### src/rtl/rr_mux4_arbiter.sv
// rr_mux4_arbiter: four-way round-robin arbiter feeding a shared 4:1 data mux.
// The granted requester's word is captured into a single-entry output register
// with its own valid/ready handshake. Priority rotates only on a transfer, so
// stalls and idle cycles never change the order in which requesters are served.
//
// Optional feature: define ARB_STATS_EN to add the grant_cnt output. It holds
// four saturating CNT_W-bit per-requester grant counters.
module rr_mux4_arbiter #(
    parameter int DATA_W = 8,
    parameter int CNT_W  = 16
) (
    input  logic                clk,
    input  logic                rst,
    input  logic [3:0]          in_valid,
    input  logic [4*DATA_W-1:0] in_data,
    output logic [3:0]          in_ready,
    output logic                out_valid,
    output logic [DATA_W-1:0]   out_data,
    output logic [1:0]          out_sel,
    input  logic                out_ready
`ifdef ARB_STATS_EN
    ,
    output logic [4*CNT_W-1:0]  grant_cnt
`endif
);

    // Round-robin search starting one past the last winner.
    // Returns {found, index}.
    function automatic logic [2:0] rr_pick(input logic [1:0] last, input logic [3:0] req);
        logic [2:0] pick;
        logic [1:0] idx;
        pick = 3'b000;
        for (int k = 1; k <= 4; k++) begin
            idx = last + k[1:0];
            if (!pick[2] && req[idx]) begin
                pick = {1'b1, idx};
            end
        end
        return pick;
    endfunction

    logic              out_valid_r;
    logic [DATA_W-1:0] out_data_r;
    logic [1:0]        out_sel_r;
    logic [1:0]        last_grant_r;

    logic [2:0]        pick_s;
    logic              grant_valid_s;
    logic [1:0]        grant_idx_s;
    logic              free_s;
    logic              transfer_s;
    logic [DATA_W-1:0] mux_data_s;

    assign out_valid = out_valid_r;
    assign out_data  = out_data_r;
    assign out_sel   = out_sel_r;

    // The mux select comes only from the 2-bit grant index. Every value names a real lane.
    assign mux_data_s = in_data[grant_idx_s*DATA_W +: DATA_W];

    // Arbitration, stage-free detection and one-hot ready generation.
    always_comb begin
        pick_s        = rr_pick(last_grant_r, in_valid);
        grant_valid_s = pick_s[2];
        grant_idx_s   = pick_s[1:0];
        free_s        = !out_valid_r || out_ready;
        transfer_s    = !rst && free_s && grant_valid_s;
        in_ready      = 4'b0000;
        if (transfer_s) begin
            in_ready[grant_idx_s] = 1'b1;
        end else begin
            in_ready = 4'b0000;
        end
    end

    // Output stage and priority pointer.
    // Load on transfer, clear on drain-only, hold on stall.
    always_ff @(posedge clk) begin
        if (rst) begin
            out_valid_r  <= 1'b0;
            out_data_r   <= {DATA_W{1'b0}};
            out_sel_r    <= 2'd0;
            last_grant_r <= 2'd3;
        end else if (transfer_s) begin
            out_valid_r  <= 1'b1;
            out_data_r   <= mux_data_s;
            out_sel_r    <= grant_idx_s;
            last_grant_r <= grant_idx_s;
        end else if (out_valid_r && out_ready) begin
            out_valid_r  <= 1'b0;
        end else begin
            out_valid_r  <= out_valid_r;
        end
    end

`ifdef ARB_STATS_EN
    logic [CNT_W-1:0] cnt_r [4];

    // Per-requester grant counters. Each counter saturates at all ones.
    always_ff @(posedge clk) begin
        if (rst) begin
            for (int i = 0; i < 4; i++) begin
                cnt_r[i] <= {CNT_W{1'b0}};
            end
        end else if (transfer_s && (cnt_r[grant_idx_s] != {CNT_W{1'b1}})) begin
            cnt_r[grant_idx_s] <= cnt_r[grant_idx_s] + CNT_W'(1);
        end else begin
            cnt_r[grant_idx_s] <= cnt_r[grant_idx_s];
        end
    end

    for (genvar gi = 0; gi < 4; gi++) begin : g_cnt_out
        assign grant_cnt[gi*CNT_W +: CNT_W] = cnt_r[gi];
    end
`endif

endmodule
### config.mk
export PLATFORM = sky130hd
export DESIGN_NAME = rr_mux4_arbiter
export DESIGN_NICKNAME = d
export VERILOG_FILES = /design/src/rtl/rr_mux4_arbiter.sv
export SDC_FILE = /design/constraint.sdc
export NUM_CORES = 1
export LEC_CHECK = 0
export CORE_MARGIN = 3
export CORE_UTILIZATION = 36
export DETAILED_ROUTE_END_ITERATION = 10
export GPL_TIMING_DRIVEN = 0
export PLACE_DENSITY = 0.8
export SYNTH_ARGS = -nofsm -noshare
export SYNTH_HDL_FRONTEND = slang
export SYNTH_SLANG_ARGS = --single-unit
export TNS_END_PERCENT = 20
### constraint.sdc
create_clock -name clk -period 2.51 [get_ports clk]
set_clock_uncertainty 0.05 [all_clocks]
set_input_delay 0.251 -clock clk [delete_from_list [all_inputs] [get_ports clk]]
set_output_delay 0.251 -clock clk [all_outputs]
set_load 0.02 [all_outputs]
==> run metrics, run 1 <==
status complete, no violations; worst r2r src last_grant_r[0]; Syn Area/Cell 8.62 µm²; Tcrit/Tclk final between 90% and 100%; Cell Pwr Density 466 nW/µm²; 1st-pass router iterations 4; cell family with most CP delay buffers and inverters; largest net degree at the start of global routing 11; Synth Instances between 90 and 100; CP startpoint kind input pin; worst hold endpoint out_valid; initial antenna violation count 0; final worst slack 0.0706 ns; Cell Chain, Critical Path clkdlybuf4s50_1 > nor2_1 > o21a_1 > clkbuf_2 > nor3_4 > nor2_1 > clkdlybuf4s50_1; die area 2990 µm²; Worst slew margin between 60 and 70%; Seq. cell area between 200 and 300 µm²; ANT nets after route 0; commonest non-fill, non-tap cell in the layout clkdlybuf4s50_1; crit path max fanout 9; Layout Nets approximately 200; clock latency on the worst-skew pair ~0.28 ns; Slew Viols, Final 0; area grow syn2layout 75.1%; CTS tree yes; Hold Path Depth 2; ys async rst share 0%; Final Non-Filler Cells 184; leak pwr just under 0.6 nW; n_diodes 0; via/cell ratio 5.69; final hold violations 0; layout cell share with drive strength beyond 1 around 17%; largest stage delay on the critical path a little over 0.6 ns; Root Buffer clkbuf_4; Clock Sinks 13; DR DRC count 0; R2R depth 7; RR Endpoint out_data[7]; min-delay src rst; Worst setup EP type output pin; Crit path buffers/inverters 3; commonest cells after routing, fill and taps aside clkdlybuf4s50_1, dfxtp_1, a21oi_1; Yosys top cell area share between 30% and 40%; hold buffer count at CTS 0; Synth area leaders dfxtp_1, a221o_1, mux2_2; post-layout min period 2.44 ns; Synth warnings 0; Ports 54; cell area after synthesis 853 µm²; Port Buf Inserts 52; Rows 17; FMAX slightly above 400 MHz; GPL Wtd Cong around 0.76; Max Root-Sink Buffers 2; Required @ worst endpoint between 2 and 2.5 ns; Syn Nets about 140; setup TNS 0 ns; # setup viols final 0; overall routing resource usage 19.1%; drt initial violations 17; post-DR wirelength/cell about 16 µm; filler cell count in the final layout around 190; worst ir drop on vdd roughly 350 µV; WS Path Type in -> out; vias in the first global route slightly below 1000; FF+latch count, synth 13; chip height around 55 µm; Die X 54.7 µm; Post-Route WL about 2900 µm; CTS Buf Count 3; Yosys top cell by area dfxtp_1; Setup Slack @ Placement -0.507 ns; Worst Tran Pin Value about 0.57 ns; core area about 2200 µm²; Max Cap Violations 0; starting density of the core approximately two fifths; Yosys cell types 29; main flop type after synthesis dfxtp_1; number of synthesized flops with an enable pin 0; Reg clk slew, reported paths approximately 0.08 ns; area taken by multi-input logic gates around 600 µm²; GRT overflow 0; H-Tree Depth 1; Vias ~1000; sequential area share after synthesis 30.5%; FF-to-FF setup slack 0.36 ns; critical path arrival roughly 2.1 ns; global-route wire length before repair around 4300 µm; cell count after placement 179; fin util approximately 67%; slowest stage cell, crit path clkdlybuf4s50_1; hpwl dp 2130 µm; Hold Crit Class in -> reg
## how the worst max path moves through the flow
stage                               start           to  slack [ns]  depth (start not counted)
final                         in_valid[0]  in_ready[3]        0.07                          7
after CTS                     in_valid[3]  in_ready[3]       -0.21                          6
after global placement        in_valid[3]  in_ready[0]       -0.41                          6
after floorplan           last_grant_r[0]  in_ready[0]        0.46                          5
after global routing          in_valid[0]  in_ready[3]      -0.007                          7
after detailed placement      in_valid[3]  in_ready[0]       -0.51                          6
## area by class of cell
type | instances | area share [%]
repair buffers | 54 | 36.2
multi-input cells | 81 | 40.9
flip-flops and latches | 13 | 17.4
well taps | 28 | 2.35
plain buffers | 4 | 1.42
clock buffers | 4 | 1.76
## cell usage after synthesis, types with 3 or more instances
library cell,number
o31ai_1,8
nor2_1,8
nand4_1,8
nand2b_1,4
nand2_1,3
nor4_1,3
nor2b_1,3
mux2_2,7
dfxtp_1,13
a221o_1,8
a21oi_1,11
## state kept, by name, indices dropped and copies added (netlist names)
signal        count
out_valid         1
out_sel           2
out_data          8
last_grant_r      2
## metrics by stage
stage                     total power [mW]  cell area (µm²)  hold slack, ns
final                                0.697             1490           0.307
after global routing                 0.731             1490           0.354
after CTS                            0.691             1450           0.314
after detailed placement             0.554             1410           0.406
after global placement               0.547             1410           0.403
after floorplan                      0.412              853           0.385
## cells by family (layout without fill, tap and decap cells)
| family | Yosys count | after routing | share of synthesized area, % |
|---|---|---|---|
| multiplexers | 8 | 8 | 10.6 |
| flip-flops | 13 | 13 | 30.5 |
| buffers and inverters | 5 | 62 | 2.93 |
| AND/OR/NAND/NOR | 37 | 37 | 24.9 |
| AO/OA/AOI/OAI | 36 | 36 | 31.1 |
## power breakdown
group	leakage, nW	total (mW)	switching (mW)	internal (mW)
Combinational	0.473	0.317	0.147	0.169
Sequential	0.108	0.246	0.0137	0.233
Clock	0.0150	0.133	0.0717	0.0617
## worst register-to-register path, delay by kind of cell, from the launching register on
kind	cells	cell delay, ns
flip-flops	1	0.40
AO/OA/AOI/OAI	2	0.54
AND/OR/NAND/NOR	2	0.30
buffers and inverters	2	0.39
multiplexers	1	0.35
## metal layers
metal / share of wire, % / track usage, %
met5: 0 / 0
met4: 1.6 / 4.98
met3: 10 / 5.45
met2: 48 / 32.5
met1: 40 / 23.4
## what timing repair did
action	CTS	global route
setup endpoints to repair	4	4
pin swaps	2	1
buffers inserted	1	1
resized for setup	6	9
Power figures use the tool's default switching activity.
==> run 2, diff against run 1 <==
- MAX_ROUTING_LAYER: default -> met4
==> run 2 against run 1 <==
Against the previous run:
- cell count is the same
- first-iteration DRC count increased by 5.9%
- sequential share of layout area unchanged
- die area stayed put
- worst hold slack hardly changed
- register-to-register slack is essentially flat
- setup slack better by 0.0027 ns
- critical path depth unchanged
- non-clock buffer count stayed put
==> run metrics, run 2 (same netlist as run 1, synthesis figures left out) <==
Worst slew margin between 60 and 70%; layout cell share with drive strength beyond 1 between 10% and 20%; Max Root-Sink Buffers 2; worst hold endpoint out_valid; status complete, no violations; met1 GRT Util a little under a quarter; commonest non-fill, non-tap cell in the layout clkdlybuf4s50_1; area taken by multi-input logic gates 611 µm²; H-Tree Depth 1; chip height approximately 55 µm; largest stage delay on the critical path 0.61 ns; worst ir drop on vdd about 350 µV; Ports 54; WS Path Type in -> out; largest net degree at the start of global routing 11; FMAX a little over 400 MHz; Required @ worst endpoint between 2 and 2.5 ns; area grow syn2layout 75.1%; die area 2990 µm²; GRT met2 Usage 32.5%; R2R depth 7; Root Buffer clkbuf_4; leak pwr roughly 0.60 nW; worst r2r src last_grant_r[0]; fin util about two thirds; overall routing resource usage 19.7%; RR Endpoint out_data[7]; clock latency on the worst-skew pair 0.28 ns; Crit path buffers/inverters 3; Largest register FFs 8; CP startpoint kind input pin; Reg clk slew, reported paths approximately 0.08 ns; Worst setup EP type output pin; Slew Viols, Final 0; Clock Sinks 13; initial antenna violation count 0; crit path max fanout 9; post-layout min period 2.44 ns; Vias ~1000; critical path arrival approximately 2.1 ns; Tcrit/Tclk final a little over nine tenths; commonest cells after routing, fill and taps aside clkdlybuf4s50_1, dfxtp_1, a21oi_1; Seq. cell area 260 µm²; Pwr Total 0.697 mW; hpwl dp ~2100 µm; CTS tree yes; post-DR wirelength/cell roughly 16 µm; FF-to-FF setup slack 0.36 ns; core area 2230 µm²; n_diodes 0; Die X roughly 55 µm; Worst Tran Pin Value between 0.5 and 0.6 ns; hold buffer count at CTS 0; Port Buf Inserts between 50 and 60; vias in the first global route between 900 and 1000; global route hottest layer met2; Cell Pwr Density roughly 470 nW/µm²; Hold Path Depth 2; via/cell ratio about 5.7; ANT nets after route 0; Hold Crit Class in -> reg; slowest stage cell, crit path clkdlybuf4s50_1; GRT overflow 0; Cell Chain, Critical Path clkdlybuf4s50_1 > nor2_1 > o21a_1 > clkbuf_2 > nor3_4 > nor2_1 > clkdlybuf4s50_1; min-delay src rst; M3 GR Usage under 10%; DR DRC count 0; Rows 17; filler cell count in the final layout about 190; Layout Nets roughly 200; CTS Buf Count 3; cell family with most CP delay buffers and inverters; 1st-pass router iterations 4; Critical Path Stages 7; starting density of the core a little under two fifths; Max Cap Violations 0; global-route wire length before repair between 4000 and 5000 µm; Post-Route WL 2900 µm; final hold violations 0; GPL Wtd Cong 0.773; drt initial violations 18; # setup viols final 0
-- run 2: cell counts in the layout (fill, tap and decap cells not counted) --
No cell type changed its count.
-- run 2: worst max path at each step --
| stage | from | to | slack [ns] |
|---|---|---|---|
| 2_1_floorplan | last_grant_r[0] | in_ready[0] | 0.46 |
| 3_3_place_gp | in_valid[3] | in_ready[0] | -0.41 |
| 3_5_place_dp | in_valid[3] | in_ready[0] | -0.51 |
| 4_1_cts | in_valid[3] | in_ready[3] | -0.21 |
| 5_1_grt | in_valid[0] | in_ready[3] | -0.007 |
| 6_report | in_valid[0] | in_ready[3] | 0.07 |
-- run 2: report_power, final --
group | switching (mW) | total (mW) | internal [mW]
clock | 0.0718 | 0.133 | 0.0617
combinational | 0.147 | 0.317 | 0.169
sequential | 0.0138 | 0.247 | 0.233
-- run 2: layer usage --
layer  part of all wire [%]  wire, µm
met1                     40      1170
met2                     48      1410
met3                    9.8       283
met4                    1.4        42
met5                      0         0
-- run 2: timing repair --
| action | in CTS | in global routing |
|---|---|---|
| gates cloned | 0 | 0 |
| buffers inserted | 1 | 1 |
| setup endpoints to repair | 4 | 4 |
| pin swaps | 2 | 1 |
| resized for setup | 6 | 9 |
-- run 2: final cells by class --
type | instances | area share, %
plain buffers | 4 | 1.42
clock buffers | 4 | 1.76
multi-input cells | 81 | 40.9
flip-flops and latches | 13 | 17.4
well taps | 28 | 2.35
repair buffers | 54 | 36.2
-- run 2: stage by stage --
stage / setup TNS (ns) / cells / area (µm²) / hold slack [ns] / setup WS [ns]
floorplan: 0 / 99 / 853 / 0.385 / 0.464
global placement: -1.70 / 179 / 1410 / 0.403 / -0.414
detailed placement: -2.30 / 179 / 1410 / 0.406 / -0.507
CTS: -0.403 / 183 / 1450 / 0.314 / -0.206
global route: -0.00701 / 184 / 1490 / 0.354 / -0.00701
finish: 0 / 184 / 1490 / 0.307 / 0.0732
